$ cat src/rtl/busca_pkg.sv
// Shared definitions for the instruction-fetch block: widths, FSM state
// encoding, instruction-register field positions and the wait timeout limit.
// The timeout logic that uses TIMEOUT_MAX is built only when the
// BUSCA_TIMEOUT_EN macro is defined.
package busca_pkg;

  // Datapath widths
  localparam int PC_W    = 8;
  localparam int INSTR_W = 16;
  localparam int IMM_W   = 5;

  // Instruction-register field positions
  localparam int OPCODE_MSB = 15;
  localparam int OPCODE_LSB = 13;
  localparam int BV_MSB     = 12;
  localparam int BV_LSB     = 11;
  localparam int RA_MSB     = 10;
  localparam int RA_LSB     = 8;
  localparam int RB_MSB     = 7;
  localparam int RB_LSB     = 5;
  localparam int IMM_MSB    = 4;
  localparam int IMM_LSB    = 0;

  // Memory wait timeout: number of consecutive WAIT cycles without data
  localparam int TIMEOUT_MAX = 15;
  localparam int WAIT_CNT_W  = $clog2(TIMEOUT_MAX + 1);
  // Counter value seen during the last tolerated WAIT cycle
  localparam logic [WAIT_CNT_W-1:0] WAIT_CNT_LAST = WAIT_CNT_W'(TIMEOUT_MAX - 1);

  // Fetch/execute sequencer states
  typedef enum logic [2:0] {
    ST_FETCH  = 3'd0,
    ST_WAIT   = 3'd1,
    ST_DECODE = 3'd2,
    ST_EXEC   = 3'd3,
    ST_HALT   = 3'd4
  } state_t;

  // Sign-extend the immediate offset to the program-counter width
  function automatic logic [PC_W-1:0] sext_imm(input logic [IMM_W-1:0] imm);
    return {{(PC_W - IMM_W){imm[IMM_W-1]}}, imm};
  endfunction

endpackage

$ cat src/rtl/busca_pc_next.sv
// Next program-counter selection used in the EXEC state.
// Priority: stop holds pc, jump and taken branch go to pc+1+sext(imm),
// esc_pc advances to pc+1, otherwise pc holds. Arithmetic wraps at 256.
module busca_pc_next
  import busca_pkg::*;
(
  input  logic [PC_W-1:0]  pc,
  input  logic [IMM_W-1:0] imm,
  input  logic             stop,
  input  logic             ji,
  input  logic             beqz,
  input  logic             esc_pc,
  input  logic             zero,
  output logic [PC_W-1:0]  pc_next
);

  logic [PC_W-1:0] pc_inc;
  logic [PC_W-1:0] pc_target;

  // Wrapping sums: the adder simply drops the carry out of bit PC_W-1
  assign pc_inc    = pc + 1'b1;
  assign pc_target = pc_inc + sext_imm(imm);

  // Priority select of the next program counter
  always_comb begin
    // NOTE: pc_next gets a value before any branch so no path leaves it
    // unassigned, which would otherwise infer a latch.
    pc_next = pc;
    if (stop) begin
      pc_next = pc;
    end else if (ji) begin
      pc_next = pc_target;
    end else if (beqz && zero) begin
      pc_next = pc_target;
    end else if (esc_pc) begin
      pc_next = pc_inc;
    end
  end

endmodule

$ cat src/rtl/busca_instrucao.sv
// Instruction fetch unit: FETCH -> WAIT -> DECODE -> EXEC sequencer that
// reads a 16-bit instruction word, exposes its fields to the control unit
// and updates the program counter from the control unit's registered
// decisions. STOP parks the unit in HALT until reset.
// Optional feature: define BUSCA_TIMEOUT_EN to add a memory wait timeout
// that raises erro and halts after TIMEOUT_MAX silent WAIT cycles; without
// it WAIT waits indefinitely and erro is tied low.
module busca_instrucao
  import busca_pkg::*;
(
  input  logic               clock,
  input  logic               reset,
  output logic               mem_req,
  output logic [PC_W-1:0]    mem_addr,
  input  logic [INSTR_W-1:0] mem_rdata,
  input  logic               mem_valid,
  output logic [2:0]         opcode,
  output logic [1:0]         BitVerificacao,
  output logic [2:0]         ra,
  output logic [2:0]         rb,
  output logic [IMM_W-1:0]   imm,
  input  logic               STOP,
  input  logic               EscPC,
  input  logic               Ji,
  input  logic               Beqz,
  input  logic               zero,
  output logic [PC_W-1:0]    pc,
  output logic               halted,
  output logic               erro
);

  state_t             state;
  state_t             state_next;
  logic [INSTR_W-1:0] ir;
  logic [PC_W-1:0]    pc_next;
  logic               timeout_hit;

  // Next-pc selection for the EXEC state
  busca_pc_next u_pc_next (
    .pc      (pc),
    .imm     (ir[IMM_MSB:IMM_LSB]),
    .stop    (STOP),
    .ji      (Ji),
    .beqz    (Beqz),
    .esc_pc  (EscPC),
    .zero    (zero),
    .pc_next (pc_next)
  );

`ifdef BUSCA_TIMEOUT_EN
  logic [WAIT_CNT_W-1:0] wait_cnt;
  logic                  erro_q;

  assign timeout_hit = (state == ST_WAIT) && !mem_valid && (wait_cnt == WAIT_CNT_LAST);
  assign erro        = erro_q;

  // Count consecutive silent WAIT cycles and latch the timeout error
  always_ff @(posedge clock) begin
    if (reset) begin
      wait_cnt <= '0;
      erro_q   <= 1'b0;
    end else if ((state == ST_WAIT) && !mem_valid) begin
      if (timeout_hit) begin
        erro_q <= 1'b1;
      end else begin
        wait_cnt <= wait_cnt + 1'b1;
      end
    end else begin
      wait_cnt <= '0;
    end
  end
`else
  assign timeout_hit = 1'b0;
  assign erro        = 1'b0;
`endif

  // Sequencer next-state logic
  always_comb begin
    state_next = state;
    case (state)
      ST_FETCH:  state_next = ST_WAIT;
      ST_WAIT: begin
        if (mem_valid) begin
          state_next = ST_DECODE;
        end else if (timeout_hit) begin
          state_next = ST_HALT;
        end
      end
      ST_DECODE: state_next = ST_EXEC;
      ST_EXEC:   state_next = STOP ? ST_HALT : ST_FETCH;
      ST_HALT:   state_next = ST_HALT;
      default:   state_next = ST_FETCH;
    endcase
  end

  // State, instruction register and program counter
  always_ff @(posedge clock) begin
    // NOTE: sequential state uses non-blocking assignments so every register
    // samples the pre-edge values regardless of statement order.
    if (reset) begin
      state <= ST_FETCH;
      pc    <= '0;
      ir    <= '0;
    end else begin
      state <= state_next;
      if ((state == ST_WAIT) && mem_valid) begin
        ir <= mem_rdata;
      end
      if (state == ST_EXEC) begin
        pc <= pc_next;
      end
    end
  end

  // Request is a single-cycle pulse in FETCH, held low while reset is applied
  assign mem_req  = (state == ST_FETCH) && !reset;
  assign mem_addr = pc;
  assign halted   = (state == ST_HALT);

  // Instruction fields follow the IR continuously
  assign opcode         = ir[OPCODE_MSB:OPCODE_LSB];
  assign BitVerificacao = ir[BV_MSB:BV_LSB];
  assign ra             = ir[RA_MSB:RA_LSB];
  assign rb             = ir[RB_MSB:RB_LSB];
  assign imm            = ir[IMM_MSB:IMM_LSB];

endmodule

$ cat config.mk
export PLATFORM = sky130hd
export DESIGN_NAME = busca_instrucao
export DESIGN_NICKNAME = d
export VERILOG_FILES = /design/src/rtl/busca_pkg.sv /design/src/rtl/busca_pc_next.sv /design/src/rtl/busca_instrucao.sv
export SDC_FILE = /design/constraint.sdc
export NUM_CORES = 1
export LEC_CHECK = 0
export ABC_AREA = 1
export ABC_CLOCK_PERIOD_IN_PS = 2240
export BUFFER_PORTS_ARGS = -buffer_cell sky130_fd_sc_hd__buf_2
export CAP_MARGIN = 10
export CORE_ASPECT_RATIO = 1.1
export CORE_UTILIZATION = 45
export DETAILED_ROUTE_END_ITERATION = 6
export MAX_ROUTING_LAYER = met4
export PLACE_DENSITY = 0.77
export SYNTH_ARGS = -nofsm -noshare
export SYNTH_HDL_FRONTEND = slang
export SYNTH_SLANG_ARGS = --single-unit
$ cat constraint.sdc
create_clock -name clock -period 2.24 [get_ports clock]
set_clock_uncertainty 0.15 [all_clocks]
set_input_delay 0.112 -clock clock [delete_from_list [all_inputs] [get_ports clock]]
set_output_delay 0.112 -clock clock [all_outputs]
set_load 0.02 [all_outputs]
### Yosys cells after proc, flatten, opt, wreduce, memory -nomap -nowiden

Index checks and enable logic that the tools add are counted.

| word-level totals | value |
|---|---|
| flip-flop bits (word level) | 27 |
| logic and storage cells | 24 |
| input bits | 24 |

| cells by class | value |
|---|---|
| muxes and demuxes | 6 |
| eq/ne operators | 5 |
| add/sub/neg operators | 2 |
| bitwise gates (word level) | 1 |
| reduce and logical (&&, ||, !) cells | 7 |

Operator list:

| kind | number |
|---|---|
| two-way mux 8 bit | 3 |
| one-hot mux 3 bit (5 select lines) | 1 |
| adder 8 x 1 -> 8 bit (second input constant) | 1 |
| adder 8 bit | 1 |
| equality test 3 x 2 -> 1 bit (second input constant) | 2 |
| two-way mux 3 bit | 2 |
| equality test 3 x 1 -> 1 bit (second input constant) | 1 |
| equality test 3 bit (second input constant) | 1 |
| logical AND 1 bit | 3 |
| logical NOT 3 bit | 1 |
| AND reduction 3 bit | 1 |
| nonzero test 3 bit | 1 |
| inequality test 2 bit (second input constant) | 1 |
| logical NOT 1 bit | 1 |
| inverter 1 bit | 1 |

### Longest topological paths before layout

| logic depth | value |
|---|---|
| depth after elaboration | 4 |
| gate-level depth with buffers | 18 |

### By module

From an unflattened synthesis, not the netlist that was laid out.

| second synthesis, totals | value |
|---|---|
| cells, all modules | 301 |
| area total of the unflattened synthesis | 2030.7 sq um |

Modules (own cells, without submodules):

| module | cells an instance | sequential area each (sq um) | instances | area an instance (sq um) |
|---|---|---|---|---|
| busca_instrucao | 171 | 540.5 | 1 | 1297.5 |
| busca_pc_next | 130 | 0.0 | 1 | 733.2 |

### Worst setup path before layout

OpenSTA, ideal clock, no wires.

| path | value |
|---|---|
| path kind | flip-flop to flip-flop |
| from | register pc[1] (netlist: mem_addr[1]) |
| to | register pc[7] (netlist: mem_addr[7]) |
| setup slack | -0.059 ns |
| data required time | 1.976 ns |
| arrival | 2.036 ns |
| stages on the path, launching flop included | 18 |
| library setup time | 0.114 ns |
| path through | dfxtp_1 -> ha_1 -> nand2_1 -> nor2_2 -> nand2_1 -> xor2_1 -> inv_1 -> ha_1 -> nand2_1 -> inv_1 -> nand2_1 -> nand2_1 -> inv_1 -> nand2_1 -> nand3_1 -> nand3_1 -> nand2_1 -> a21oi_2 |

| on the way | value |
|---|---|
| cells in the longest elaborated chain, start to end | 4 |
| elaborated cells on any way between the ends | 5 |
| classes of those cells | add/sub: 2; mux: 3 |

RTL lines:

| item | RTL line | source |
|---|---|---|
| start, declared | busca_instrucao.sv:27 | `output logic [PC_W-1:0] pc,` |
| start signal, assigned | busca_instrucao.sv:110 | `pc <= pc_next;` |
| adder 8 x 1 -> 8 bit * | busca_pc_next.sv:21 | `assign pc_inc = pc + 1'b1;` |
| adder 8 bit or two-way mux 8 bit (tied branches) | busca_pc_next.sv:22, busca_pc_next.sv:35 |  |
| two-way mux 8 bit | busca_pc_next.sv:33 | `end else if (beqz && zero) begin` |
| two-way mux 8 bit * | busca_pc_next.sv:31 | `end else if (ji) begin` |

Mark *: on every way between the ends. The rest lies on a longest branch, timed or not. The select of a mux whose other input is x is not followed.
A chain may end at the register's enable or synchronous reset.

### Final worst setup path

| path | value |
|---|---|
| from | register pc[0] (netlist: mem_addr[0]) |
| to | register pc[7] (netlist: mem_addr[7]) |

Same word-level chain as after synthesis.

==> flow_summary.ini <==
[worst_setup_path]
crit_type = flip-flop to flip-flop
worst-endpoint-arrival_ns = 2.29
reg2reg_slack_ns = 0.08
path_delay_family = simple AND/OR/NAND/NOR gates
cp-start-kind = flip-flop
cp_slowest_stage_delay_ns = 0.39
path_buf_inv = 2
crit_top_cell = nand2_1
reg2reg_depth = 15
required_ns = 2.37
path_depth = 15
cp_slowest_cell = dfxtp_4
cp-end-kind = flip-flop
crit_chain = ha_4 -> nand2_2 -> inv_1 -> a21o_1 -> nand2_1 -> inv_1 -> ha_4 -> nand2_1 -> nor2_1 -> nand2_1 -> nand2_2 -> nand3_1 -> nand3_1 -> nand2_1 -> a21oi_2
cp_max_fo = 4

[global_routing]
track_usage_pct = 21.6
grt_util_met3_pct = 4.92
grt_pass1_vias = 1619
grt_max_degree = 19
top_usage_layer = met2
grt_overflow_total = 0
grt_pass1_wl_mm = 6.51
antenna_found_initial = 0
gr-usage-met2_pct = 37.1
use_met1_pct = 25.8

[sta]
fin_crit_ns = 2.16
min_period_over_period_pct = 96.5
finalSetupViolCount = 0
finalHoldViolCount = 0
max_freq_mhz = 463
finalMaxSlewViolations = 0
finalWorstSetupSlack_ns = 0.0781
rsz0062_at_grt = yes

[logic_synthesis]
syn_inst = 238
syn_area_sq_mm = 0.00166
yosysTopAreaCellShare_pct = 32.5
synth_mux_area_share_pct = 0
synth_flop_cell = dfxtp_1
synth_seq_cells = 27
synthArstFlopShare_pct = 0
ys_seq_area_share_pct = 32.5
synth_compound_area_share_pct = 14.1
synth_xor_xnor_area_share_pct = 3.61
synth_top_area_cell = dfxtp_1
synth_cell_types = 30
synth_fa_ha_area_share_pct = 7.98
synth_top_family_by_area = simple AND/OR/NAND/NOR gates
synth-simple-area-share_pct = 29.8
synth_area_leaders = dfxtp_1 33%, nor2_1 9.3%, nand2_1 9.0%
yosys_warnings = 0
synth_edf_count = 0
avgSynthCellArea_sq_um = 6.98
syn_nets = 272

[floorplanning]
die_y_um = 65.7
initial_core_util_pct = 48.3
die_area_sq_mm = 0.00394
fp-row-count = 22
io_pins = 59
design.core.area_sq_mm = 0.00344
die_w_um = 59.9

[power]
powerDensity_mw_per_mm2 = 479
sw_frac_of_total_pct = 34.3
p_seq_share_pct = 50.1
intPower_w = 0.000733
ir_drop_v = 0.000551
p_clk_share_pct = 19.5
leakagePower_nw = 1.15
switchingPower_w = 0.000383
p_comb_share_pct = 30.4

[cts]
cts_made_buffers = 3
htree_levels = 1
cts_sinks = 27
cts_tree = built
clkTransAtPathRegs_ns = 0.15
clockBufferDepth = 2
cts-root-buf = clkbuf_4
clkLatencyLatePin_ns = 0.32

[layout]
drive_above_1_share_pct = 34.8
final_area_sq_mm = 0.00233
fill_cells = 296
fin_nets = 345
final_core_util_pct = 67.7
area_delta_synth_final_pct = 40.1
diodes = 0

[worst_hold_path]
hold_path_depth = 4
min_path_type = primary input to flip-flop

[outcome]
status = finished clean

[routing]
remaining_drc_errors = 0
dr.pass1.iters = 4
vias = 1754
finalWirelength_mm = 4.02
drt_iter0_markers = 87
via_per_inst = 4.90
routedWlPerCell_um = 11.2
postRouteAntennaNets = 0

[placed_design]
post-dp-hpwl_mm = 2.74
port_buffers = 57
dp_slack_ns = -0.0125
gp_congestion = 0.883
placed_area_sq_mm = 0.00196

[job]
drv_cap = 0
-- per-stage QoR --
stage / TNS (ns) / power (W) / instances / hold WS (ns)
2_1_floorplan: 0 / 0.000771 / 238 / 0.0244
3_3_place_gp: 0 / 0.000854 / 335 / 0.198
3_5_place_dp: -0.0125 / 0.000859 / 335 / 0.199
4_1_cts: 0 / 0.00110 / 357 / 0.0282
5_1_grt: -0.128 / 0.00119 / 358 / 0.0404
6_report: 0 / 0.00112 / 358 / 0.0294
-- kinds of logic after synthesis --
kind of cell / count (synthesis)
buffers and inverters: 42
AND/OR/NAND/NOR: 108
other: 1
adder cells (fa/ha/maj): 10
flip-flops: 27
XOR/XNOR: 6
AO/OA/AOI/OAI: 44
-- layer usage --
metal / wire length, um / vias up / share of wire (%)
met4: 39 / 0 / 0.97
met1: 1730 / 790 / 43
met2: 2020 / 69 / 50
met3: 231 / 4 / 5.7
met5: 0 / - / 0
li1: - / 891 / -
-- state kept, by name, indices dropped and copies added (netlist names) --
| name | count |
|---|---|
| ir | 16 |
| mem_addr | 8 |
| state | 3 |
-- worst reg2reg max path: cells and delay by family (launching register included) --
family          cells  cell delay, ns
compound gates      2            0.26
fa+ha+maj           2            0.44
buf+inv             2            0.14
flops               1            0.39
simple gates        9            0.73
-- power groups by stage --
stage	Clock, W	Combinational (W)	Sequential, W
finish	0.000217	0.000339	0.000559
floorplan	0	0.000168	0.000604
global placement	0	0.000291	0.000564
global route	0.000243	0.000381	0.000565
CTS	0.000223	0.000320	0.000555
detailed placement	0	0.000294	0.000565
-- layout make-up --
type,instances,area [sq um],share of cell area (%)
timing repair buffer,82,518,22.2
clock inverter,1,7.51,0.322
multi-input combinational,169,1070,45.9
inverter,28,105,4.51
tap,48,60.1,2.58
clock buffer,3,22.5,0.967
sequential,27,547,23.5
-- cells in the mapped netlist, types with 2 or more instances --
master / count
dfxtp_1: 27
o21ai_1: 2
nor2_1: 41
clkbuf_1: 4
nand3_2: 3
ha_1: 9
a21o_1: 2
a31oi_1: 2
a21oi_1: 12
nor2_2: 3
xor2_1: 4
nand3_1: 10
nand2_2: 4
inv_1: 24
nor2_4: 2
nand2_1: 40
inv_2: 4
buf_4: 10
o21ai_0: 24
-- final timing paths --
path | from | endpoint
hold reg to reg | ir[8] | ir[8]
hold / removal | STOP | mem_addr[0]
setup / recovery | mem_addr[0] | mem_addr[7]
setup reg to reg | mem_addr[0] | mem_addr[7]
-- cells in the final DEF, fill, tap and decap left out, types with 2 or more instances in the layout --
cell type	n
a21o_1	2
a21oi_1	11
a21oi_2	2
a31oi_1	2
buf_2	57
buf_4	7
clkbuf_4	3
dfxtp_1	24
dfxtp_2	2
dlygate4sd3_1	18
ha_1	3
ha_4	6
inv_1	23
inv_2	5
nand2_1	36
nand2_2	8
nand3_1	9
nand3_2	3
nor2_1	40
nor2_2	2
nor2_4	4
o21ai_0	23
o21ai_1	3
xor2_1	2
xor2_2	2
-- timing repair --
action	4_1_cts	5_1_grt
buffers inserted	0	1
endpoints found under the setup margin	1	5
cloned	0	0
hold buffers	18	0
pin swaps	0	7
gates resized for setup	2	23
hold endpoints to repair	22	0
(Power assumes the default switching activity.)
